[src/rtl/int_sequencer_pkg.sv]
// Shared types and constants for the interrupt sequencer and its IRQ conditioner.
package int_sequencer_pkg;

  localparam int NSRC_DEFAULT = 6;
  localparam logic [31:0] HANDLER_ADDR_DEFAULT = 32'h0000_4180;

  // Sequencer states, encodings fixed so CP0-side debug views decode them directly.
  typedef enum logic [1:0] {
    RUN     = 2'd0,
    TAKE    = 2'd1,
    HANDLER = 2'd2,
    RET     = 2'd3
  } seq_state_t;

  // EXL actions as CP0 sees them: lock on entry, unlock on eret, otherwise hold.
  typedef enum logic [1:0] {
    EXL_HOLD   = 2'd0,
    EXL_LOCK   = 2'd1,
    EXL_UNLOCK = 2'd2
  } exl_op_t;

  // Everything the sequencer drives, kept together so it is registered as one bundle.
  typedef struct packed {
    exl_op_t     exl_op;
    logic        flush;
    logic        redirect;
    logic        in_handler;
    logic [29:0] pc;
    logic [31:0] redirect_pc;
  } seq_out_t;

  localparam seq_out_t SEQ_OUT_RESET = '0;

endpackage

[src/rtl/int_sequencer_irq_cond.sv]
// IRQ conditioning: 2-flop synchroniser per source, then either a level
// pass-through or a rising-edge detector feeding a sticky pending bit.
module irq_cond
  import int_sequencer_pkg::*;
#(
  parameter int              NSRC      = NSRC_DEFAULT,
  parameter logic [NSRC-1:0] EDGE_MASK = '0
) (
  input  logic            clk,
  input  logic            reset,
  input  logic [NSRC-1:0] irq_in,
  input  logic [NSRC-1:0] irq_clr,
  output logic [NSRC-1:0] hw_int
);

  logic [NSRC-1:0] s1;
  logic [NSRC-1:0] s2;
  logic [NSRC-1:0] prev;
  logic [NSRC-1:0] pending;
  logic [NSRC-1:0] rise;

  // Synchronise the asynchronous peripheral lines into the clk domain.
  // NOTE: sequential state uses non-blocking assignments so every flop samples
  // the pre-edge value of its neighbour; blocking here would collapse s1/s2.
  always_ff @(posedge clk or negedge reset) begin
    if (!reset) begin
      s1 <= '0;
      s2 <= '0;
    end else begin
      s1 <= irq_in;
      s2 <= s1;
    end
  end

  // Only edge-configured sources can ever see a rise or hold a pending bit.
  assign rise = s2 & ~prev & EDGE_MASK;

  // Edge history and pending latch; a new rise beats a simultaneous clear.
  always_ff @(posedge clk or negedge reset) begin
    if (!reset) begin
      prev    <= '0;
      pending <= '0;
    end else begin
      prev    <= s2;
      pending <= (pending & ~(irq_clr & EDGE_MASK)) | rise;
    end
  end

  // Both candidates are flop outputs, so the selected line is glitch-free.
  assign hw_int = (pending & EDGE_MASK) | (s2 & ~EDGE_MASK);

endmodule

[src/rtl/int_sequencer.sv]
// Interrupt/exception sequencer: conditions IRQs for CP0, picks the commit
// point for interrupt entry, pulses EXL set/clear and redirects fetch.
module int_sequencer
  import int_sequencer_pkg::*;
#(
  parameter int              NSRC         = NSRC_DEFAULT,
  parameter logic [31:0]     HANDLER_ADDR = HANDLER_ADDR_DEFAULT,
  parameter logic [NSRC-1:0] EDGE_MASK    = '0
) (
  input  logic            clk,
  input  logic            reset,
  input  logic [NSRC-1:0] irq_in,
  input  logic [NSRC-1:0] irq_clr,
  input  logic            IntReq,
  input  logic [29:0]     EPC,
  input  logic            instr_valid,
  input  logic [29:0]     commit_pc,
  input  logic            is_eret,
  input  logic            pipe_stall,
  output logic [NSRC-1:0] HWInt,
  output logic            EXLSet,
  output logic            EXLClr,
  output logic [29:0]     PC,
  output logic            flush,
  output logic            redirect,
  output logic [31:0]     redirect_pc,
  output logic            in_handler
);

  seq_state_t state_q, state_d;
  seq_out_t   out_q, out_d;

  irq_cond #(
    .NSRC      (NSRC),
    .EDGE_MASK (EDGE_MASK)
  ) u_irq_cond (
    .clk     (clk),
    .reset   (reset),
    .irq_in  (irq_in),
    .irq_clr (irq_clr),
    .hw_int  (HWInt)
  );

  // Next-state and next-output decision; outputs take effect the cycle the
  // new state is entered, so TAKE and RET each produce a one-cycle pulse.
  // NOTE: every signal written here gets a default first, otherwise any
  // branch that skips an assignment would infer a latch.
  always_comb begin
    state_d          = state_q;
    out_d            = out_q;
    out_d.exl_op     = EXL_HOLD;
    out_d.flush      = 1'b0;
    out_d.redirect   = 1'b0;

    unique case (state_q)
      RUN: begin
        if (IntReq && instr_valid && !pipe_stall) begin
          state_d           = TAKE;
          out_d.exl_op      = EXL_LOCK;
          out_d.flush       = 1'b1;
          out_d.redirect    = 1'b1;
          out_d.pc          = commit_pc;
          out_d.redirect_pc = HANDLER_ADDR;
        end
      end
      TAKE: begin
        state_d = HANDLER;
      end
      HANDLER: begin
        // IntReq is masked by CP0 EXL here, only eret matters.
        if (is_eret && instr_valid && !pipe_stall) begin
          state_d           = RET;
          out_d.exl_op      = EXL_UNLOCK;
          out_d.flush       = 1'b1;
          out_d.redirect    = 1'b1;
          out_d.redirect_pc = {EPC, 2'b00};
        end
      end
      RET: begin
        state_d = RUN;
      end
      default: begin
        state_d = RUN;
      end
    endcase

    out_d.in_handler = (state_d == TAKE) || (state_d == HANDLER);
  end

  // State and output registers; reset aborts any pulse in flight.
  always_ff @(posedge clk or negedge reset) begin
    if (!reset) begin
      state_q <= RUN;
      out_q   <= SEQ_OUT_RESET;
    end else begin
      state_q <= state_d;
      out_q   <= out_d;
    end
  end

  // A single encoded EXL action makes simultaneous set and clear impossible.
  assign EXLSet      = (out_q.exl_op == EXL_LOCK);
  assign EXLClr      = (out_q.exl_op == EXL_UNLOCK);
  assign PC          = out_q.pc;
  assign flush       = out_q.flush;
  assign redirect    = out_q.redirect;
  assign redirect_pc = out_q.redirect_pc;
  assign in_handler  = out_q.in_handler;

endmodule

[config.mk]
export PLATFORM = sky130hd
export DESIGN_NAME = int_sequencer
export DESIGN_NICKNAME = d
export VERILOG_FILES = /design/src/rtl/int_sequencer_pkg.sv /design/src/rtl/int_sequencer_irq_cond.sv /design/src/rtl/int_sequencer.sv
export SDC_FILE = /design/constraint.sdc
export NUM_CORES = 1
export LEC_CHECK = 0
export CORE_MARGIN = 2
export CORE_UTILIZATION = 38
export CTS_CLUSTER_SIZE = 8
export DETAILED_ROUTE_END_ITERATION = 6
export PLACE_DENSITY_LB_ADDON = 0.1
export SLEW_MARGIN = 40
export SYNTH_ARGS = -nofsm -noshare
export SYNTH_HDL_FRONTEND = slang
export SYNTH_SLANG_ARGS = --single-unit
[constraint.sdc]
create_clock -name clk -period 1.7 [get_ports clk]
set_clock_uncertainty 0.05 [all_clocks]
set_input_delay 0.255 -clock clk [delete_from_list [all_inputs] [get_ports clk]]
set_output_delay 0.255 -clock clk [all_outputs]
set_load 0.05 [all_outputs]
==> results of run 1 <==
-- logic make-up after synthesis --
logic type / count (synthesis) / synth area share [%]
AO/OA/AOI/OAI: 2 / 0.393
XOR/XNOR: 1 / 0.250
adder cells (fa/ha/maj): 2 / 0.714
buffers and inverters: 104 / 18.6
flip-flops: 78 / 55.7
multiplexers: 61 / 19.0
other: 1 / 0.107
AND/OR/NAND/NOR: 39 / 5.18
-- registers in the layout, indices dropped and copies added, names as in the netlist --
| name | cells |
|---|---|
| PC | 30 |
| flush | 1 |
| in_handler | 1 |
| out_q | 2 |
| redirect_pc | 30 |
| state_q | 2 |
| u_irq_cond.hw_int | 6 |
| u_irq_cond.s1 | 6 |
-- stage by stage --
stage                     util (%)  setup TNS [ns]  total power, mW  std cells  cell area, um2
final                         52.7               0             10.2        504            4800
after global routing          52.7          -0.458             10.7        504            4800
after CTS                     51.4               0             10.0        495            4680
after detailed placement      49.2           -2.74             8.71        478            4490
after global placement        49.2          -0.533             8.65        478            4490
after floorplan                  -          -0.114             7.97        289            3530
-- cell usage after synthesis, types with 3 or more instances --
| cell type | number | area (um2) |
|---|---|---|
| mux2_2 | 30 | 338 |
| clkbuf_1 | 3 | 11.3 |
| dfrtp_1 | 78 | 1950 |
| nand2_1 | 28 | 105 |
| nand2b_1 | 4 | 25.0 |
| mux2_4 | 3 | 45.0 |
| nor2b_1 | 3 | 18.8 |
| mux2i_1 | 27 | 270 |
| buf_4 | 65 | 488 |
| inv_1 | 31 | 116 |
| buf_2 | 3 | 15.0 |
-- worst reg2reg max path: stages, from the launching register on --
cell	delay, ns
dfrtp_1	0.40
inv_2	0.13
ha_4	0.17
mux2_4	0.31
and3_4	0.22
clkbuf_16	0.18
mux2i_1	0.12
-- worst paths after layout --
kind / depth (start not counted) / endpoint / slack [ns]
min: 1 / u_irq_cond.s1[1]$_DFF_PN0_ / 0.29
min in group asynchronous: 3 / redirect_pc[10]$_DFFE_PN0P_ / 0.42
max: 6 / redirect_pc[23]$_DFFE_PN0P_ / 0.02
min reg2reg: 0 / u_irq_cond.hw_int[0]$_DFF_PN0_ / 0.30
max in group asynchronous: 3 / u_irq_cond.s1[5]$_DFF_PN0_ / 0.84
max reg2reg: 6 / redirect_pc[23]$_DFFE_PN0P_ / 0.02
-- cell usage in the layout, fill, tap and decap left out, types with 2 or more instances in the layout --
master            n
inv_2             2
mux2_4            4
dfrtp_1          78
nand2_1          28
inv_1            29
nand2b_1          4
ha_4              2
buf_4            82
mux2_2           30
mux2i_1          27
clkinvlp_4        2
buf_12            4
clkbuf_8         10
clkdlybuf4s50_1  70
nor2b_1           3
conb_1            2
and3_4            2
clkbuf_16         2
clkinv_2          2
-- layer usage --
layer | track usage, % | vias up | wire (um)
li1 | - | 1041 | -
met1 | 18.3 | 1044 | 3280
met2 | 19.9 | 88 | 3060
met3 | 5.92 | 8 | 598
met4 | 5.06 | 0 | 105
met5 | 0 | - | 0
-- what timing repair did --
item / in CTS / in global routing
hold endpoints to repair: 78 / 0
endpoints found under the setup margin: 1 / 25
hold buffers: 1 / 0
setup buffers: 0 / 6
cloned: 0 / 3
pin swaps: 0 / 3
gates resized for setup: 1 / 4
-- final cells by class --
cell class,instances,area share (%)
clock inverters,5,0.703
flip-flops and latches,78,40.6
repair buffers,160,30.6
clock buffers,11,2.94
well taps,111,2.89
multi-input cells,108,19.7
inverters,31,2.42
-- power by group --
group	internal, mW	switching [mW]
Combinational	2.08	3.82
Clock	0.571	0.685
Sequential	2.63	0.400
Total	5.28	4.90
==> qor.yml, run 1 <==
fill_cells: 833
hold_start: "irq_in[1]"
fmax_mhz: 595
required_ns: 1.88
synth-async-reset-ratio_pct: 100
place_hpwl_um: 4500
fin_crit_sh_pct: 98.9
root_buffer: "clkbuf_8"
r2r_start: "state_q[0]$_DFF_PN0_"
tritoncts: "done"
viasPerCell: 4.33
drtIter0Drc: 36
synth_edf_count: 0
post_drt_wl_per_cell_um: 14.0
maxCapViolCount: 0
routed_wl_um: 7050
peakVddDrop_mv: 1.24
rows: 35
yosys.cell_types.count: 22
clkLatencyLatePin_ns: 0.34
p_leak_nw: 2.24
path_buf_inv: 2
ant_nets: 0
remaining_drc_errors: 0
critPathMaxFanout: 6
synth.ff_latch_count: 78
port-buffer-count: 142
period_needed_ns: 1.68
worst-setup-path-type: "flip-flop to flip-flop"
drive_gt1_share_pct: 36.9
hold_class: "primary input to flip-flop"
first_pass_iters: 3
startpoint_type: "flip-flop"
final_max_slew_viol_count: 0
netlist_area_um2: 3500
hold_slack_ns: 0.292
track_usage_pct: 13.7
syn_area_per_cell_um2: 12.2
final_nets: 468
place_worst_setup_slack_ns: -0.0906
antenna_found_initial: 0
slowest_stage: "dfrtp_1"
cp_slowest_stage_delay_ns: 0.40
synthToLayoutAreaGrowth_pct: 37.1
antenna_cells: 0
crit_family: "multiplexers"
status: "finished, final reports clean"
layout_setup_ws_ns: 0.0187
die_w_um: 100
clock_path_buffers: 2
grt_pass1_wl_um: 10600
yosys_most_used_dff: "dfrtp_1"
place.gp.congestion: 0.694
grt_max_degree: 79
hold_viol_final: 0
p_per_area_nw_per_um2: 2120
dieArea_um2: 10000
overflow: 0
multi_input_area_um2: 948
core_um2: 9110
yosys_warnings: 0
seq_area_um2: 1950
netlist_instances: 288
critPathCaptureType: "flip-flop"
start_util_pct: 38.4
vias: 2181
cts_buffers: 9
die_y_um: 100
clk_transition_reported_paths_ns: 0.09
startpoint: "state_q[0]$_DFF_PN0_"
grt_pass1_vias: 2154
cts_sinks: 78
worstPathCellList: "inv_2 > ha_4 > mux2_4 > and3_4 > clkbuf_16 > mux2i_1"
io_pins: 151
rsz0062_at_grt: "true"
synth-seq-area-share_pct: 55.7
finalSetupViolCount: 0
h-tree-depth: 3
cp.arrival_ns: 1.86
No activity file was read; power rests on OpenSTA's default activity.
==> run 2: changes to the inputs <==
Settings changed: ABC_CLOCK_PERIOD_IN_PS set to 1700.
==> results of run 2 <==
Same layout as run 1: the final DEF is identical, and so are final timing and power.
==> patch (config.mk and constraints of run 2) <==
Change the package constant `NSRC_DEFAULT` from 6 to 5.
--- a/src/rtl/int_sequencer_pkg.sv
+++ b/src/rtl/int_sequencer_pkg.sv
@@ -1,7 +1,7 @@
 // Shared types and constants for the interrupt sequencer and its IRQ conditioner.
 package int_sequencer_pkg;
 
-  localparam int NSRC_DEFAULT = 6;
+  localparam int NSRC_DEFAULT = 5;
   localparam logic [31:0] HANDLER_ADDR_DEFAULT = 32'h0000_4180;
 
   // Sequencer states, encodings fixed so CP0-side debug views decode them directly.
Interface: changed (resized HWInt, irq_clr and irq_in); port bits go from 151 to 148. No check against the original RTL was run, so the function may have changed too.
==> patch against run 2 <==
The flow now finishes with violations (negative setup slack). Routed wire length down 4.3%. Synthesized area down 1.4%. Final area down 1.7%. Critical path type unchanged. Setup slack worse by 0.073 ns. Sequential cell count down 2. Power up 1.7%. Die area down 1.4%. Synthesized cell count down 0.69%. Via count down 2.4%. Non-clock buffer count down 5.
==> patch: results <==
{
  "status": "complete, but fails checks",
  "violations": "negative setup slack",
  "fin_ws_ns": -0.05422,
  "wl_per_cell_um": 13.69,
  "layout-drive-gt1-share_pct": 36.62,
  "synth_area_leaders": "dfrtp_1 55%, buf_4 14%, mux2_2 9.8%",
  "whs_ns": 0.2813,
  "clkPwrFrac_pct": 16.5,
  "gp_congestion": 0.6742,
  "comb_power_share_pct": 54.7,
  "hpwl_mm": 4.807,
  "path_clk_slew_ns": 0.08,
  "max_stage_delay_ns": 0.40,
  "synth.top_cells.by_count": "76 x dfrtp_1, 65 x buf_4, 31 x inv_1",
  "place.port_buffers": 140,
  "slowest_stage": "dfrtp_1",
  "nFillCells": 771,
  "clkLatencyLatePin_ns": 0.33,
  "dr.pass1.iters": 4,
  "synth_seq_area_share_pct": 55.09,
  "crit_family": "multiplexers",
  "fin_nets": 458,
  "grt_pass1_vias": 2261,
  "worstSetupPathType": "reg -> reg",
  "track_usage_pct": 14.33,
  "worstHoldPathType": "in -> async",
  "tns_ns": -0.05422,
  "drt_iter0_drc": 66,
  "grt_start_max_net_pins": 42,
  "vias_per_cell": 4.318,
  "r2r-end": "redirect_pc[7]",
  "p_leak_nw": 2.212,
  "grt_pass1_wl_mm": 11.05,
  "peakVddDrop_mv": 1.004,
  "setup_viol": 1,
  "p_sw_share_pct": 46.52,
  "cp.arrival_ns": 1.93,
  "path_max_fanout": 7
}
-- patch: cell types whose count changed after synthesis, sizes merged --
cell	delta
dfrtp	-2
-- patch: layout make-up --
cell class / count / area, µm² / area share (%)
clock buffers: 11 / 141.4 / 2.994
clock inverters: 5 / 107.6 / 2.279
inverters: 31 / 116.4 / 2.464
multi-input cells: 107 / 930.9 / 19.71
flip-flops and latches: 76 / 1902 / 40.28
well taps: 108 / 135.1 / 2.862
repair buffers: 155 / 1389 / 29.41
-- patch: repair_timing --
action	4_1_cts	5_1_grt
setup endpoints to repair	0	26
hold buffers	1	0
buffers inserted	0	3
endpoints found under the hold margin	18	0
gates resized for setup	0	2
-- patch: metrics by stage --
step	area [µm²]	instances	setup WS, ns	power, mW
3_5_place_dp	4429	473	-0.07925	8.674
4_1_cts	4688	490	0.001810	10.44
3_3_place_gp	4429	473	-0.06763	8.600
5_1_grt	4722	493	-0.08823	10.92
2_1_floorplan	3478	287	-0.03810	7.915
6_report	4722	493	-0.05422	10.36
-- patch: per-layer routing --
metal / up-vias / wire (µm) / track usage, %
met4: 0 / 82 / 4.110
li1: 1019 / - / -
met5: - / 0 / 0
met1: 1021 / 2812 / 17.73
met3: 8 / 592 / 5.903
met2: 81 / 3261 / 23.18
-- patch: cell families (layout without fill, tap and decap cells) --
family                   count (synthesis)  after routing  share of synthesized area (%)
adder cells (fa/ha/maj)                  2              2                         0.7248
flip-flops                              76             76                          55.09
AO/OA/AOI/OAI                            2              2                         0.3986
XOR/XNOR                                 1              1                         0.2538
buffers and inverters                  104            202                          18.92
other                                    1              2                         0.1086
multiplexers                            61             61                          19.25
AND/OR/NAND/NOR                         39             39                          5.255
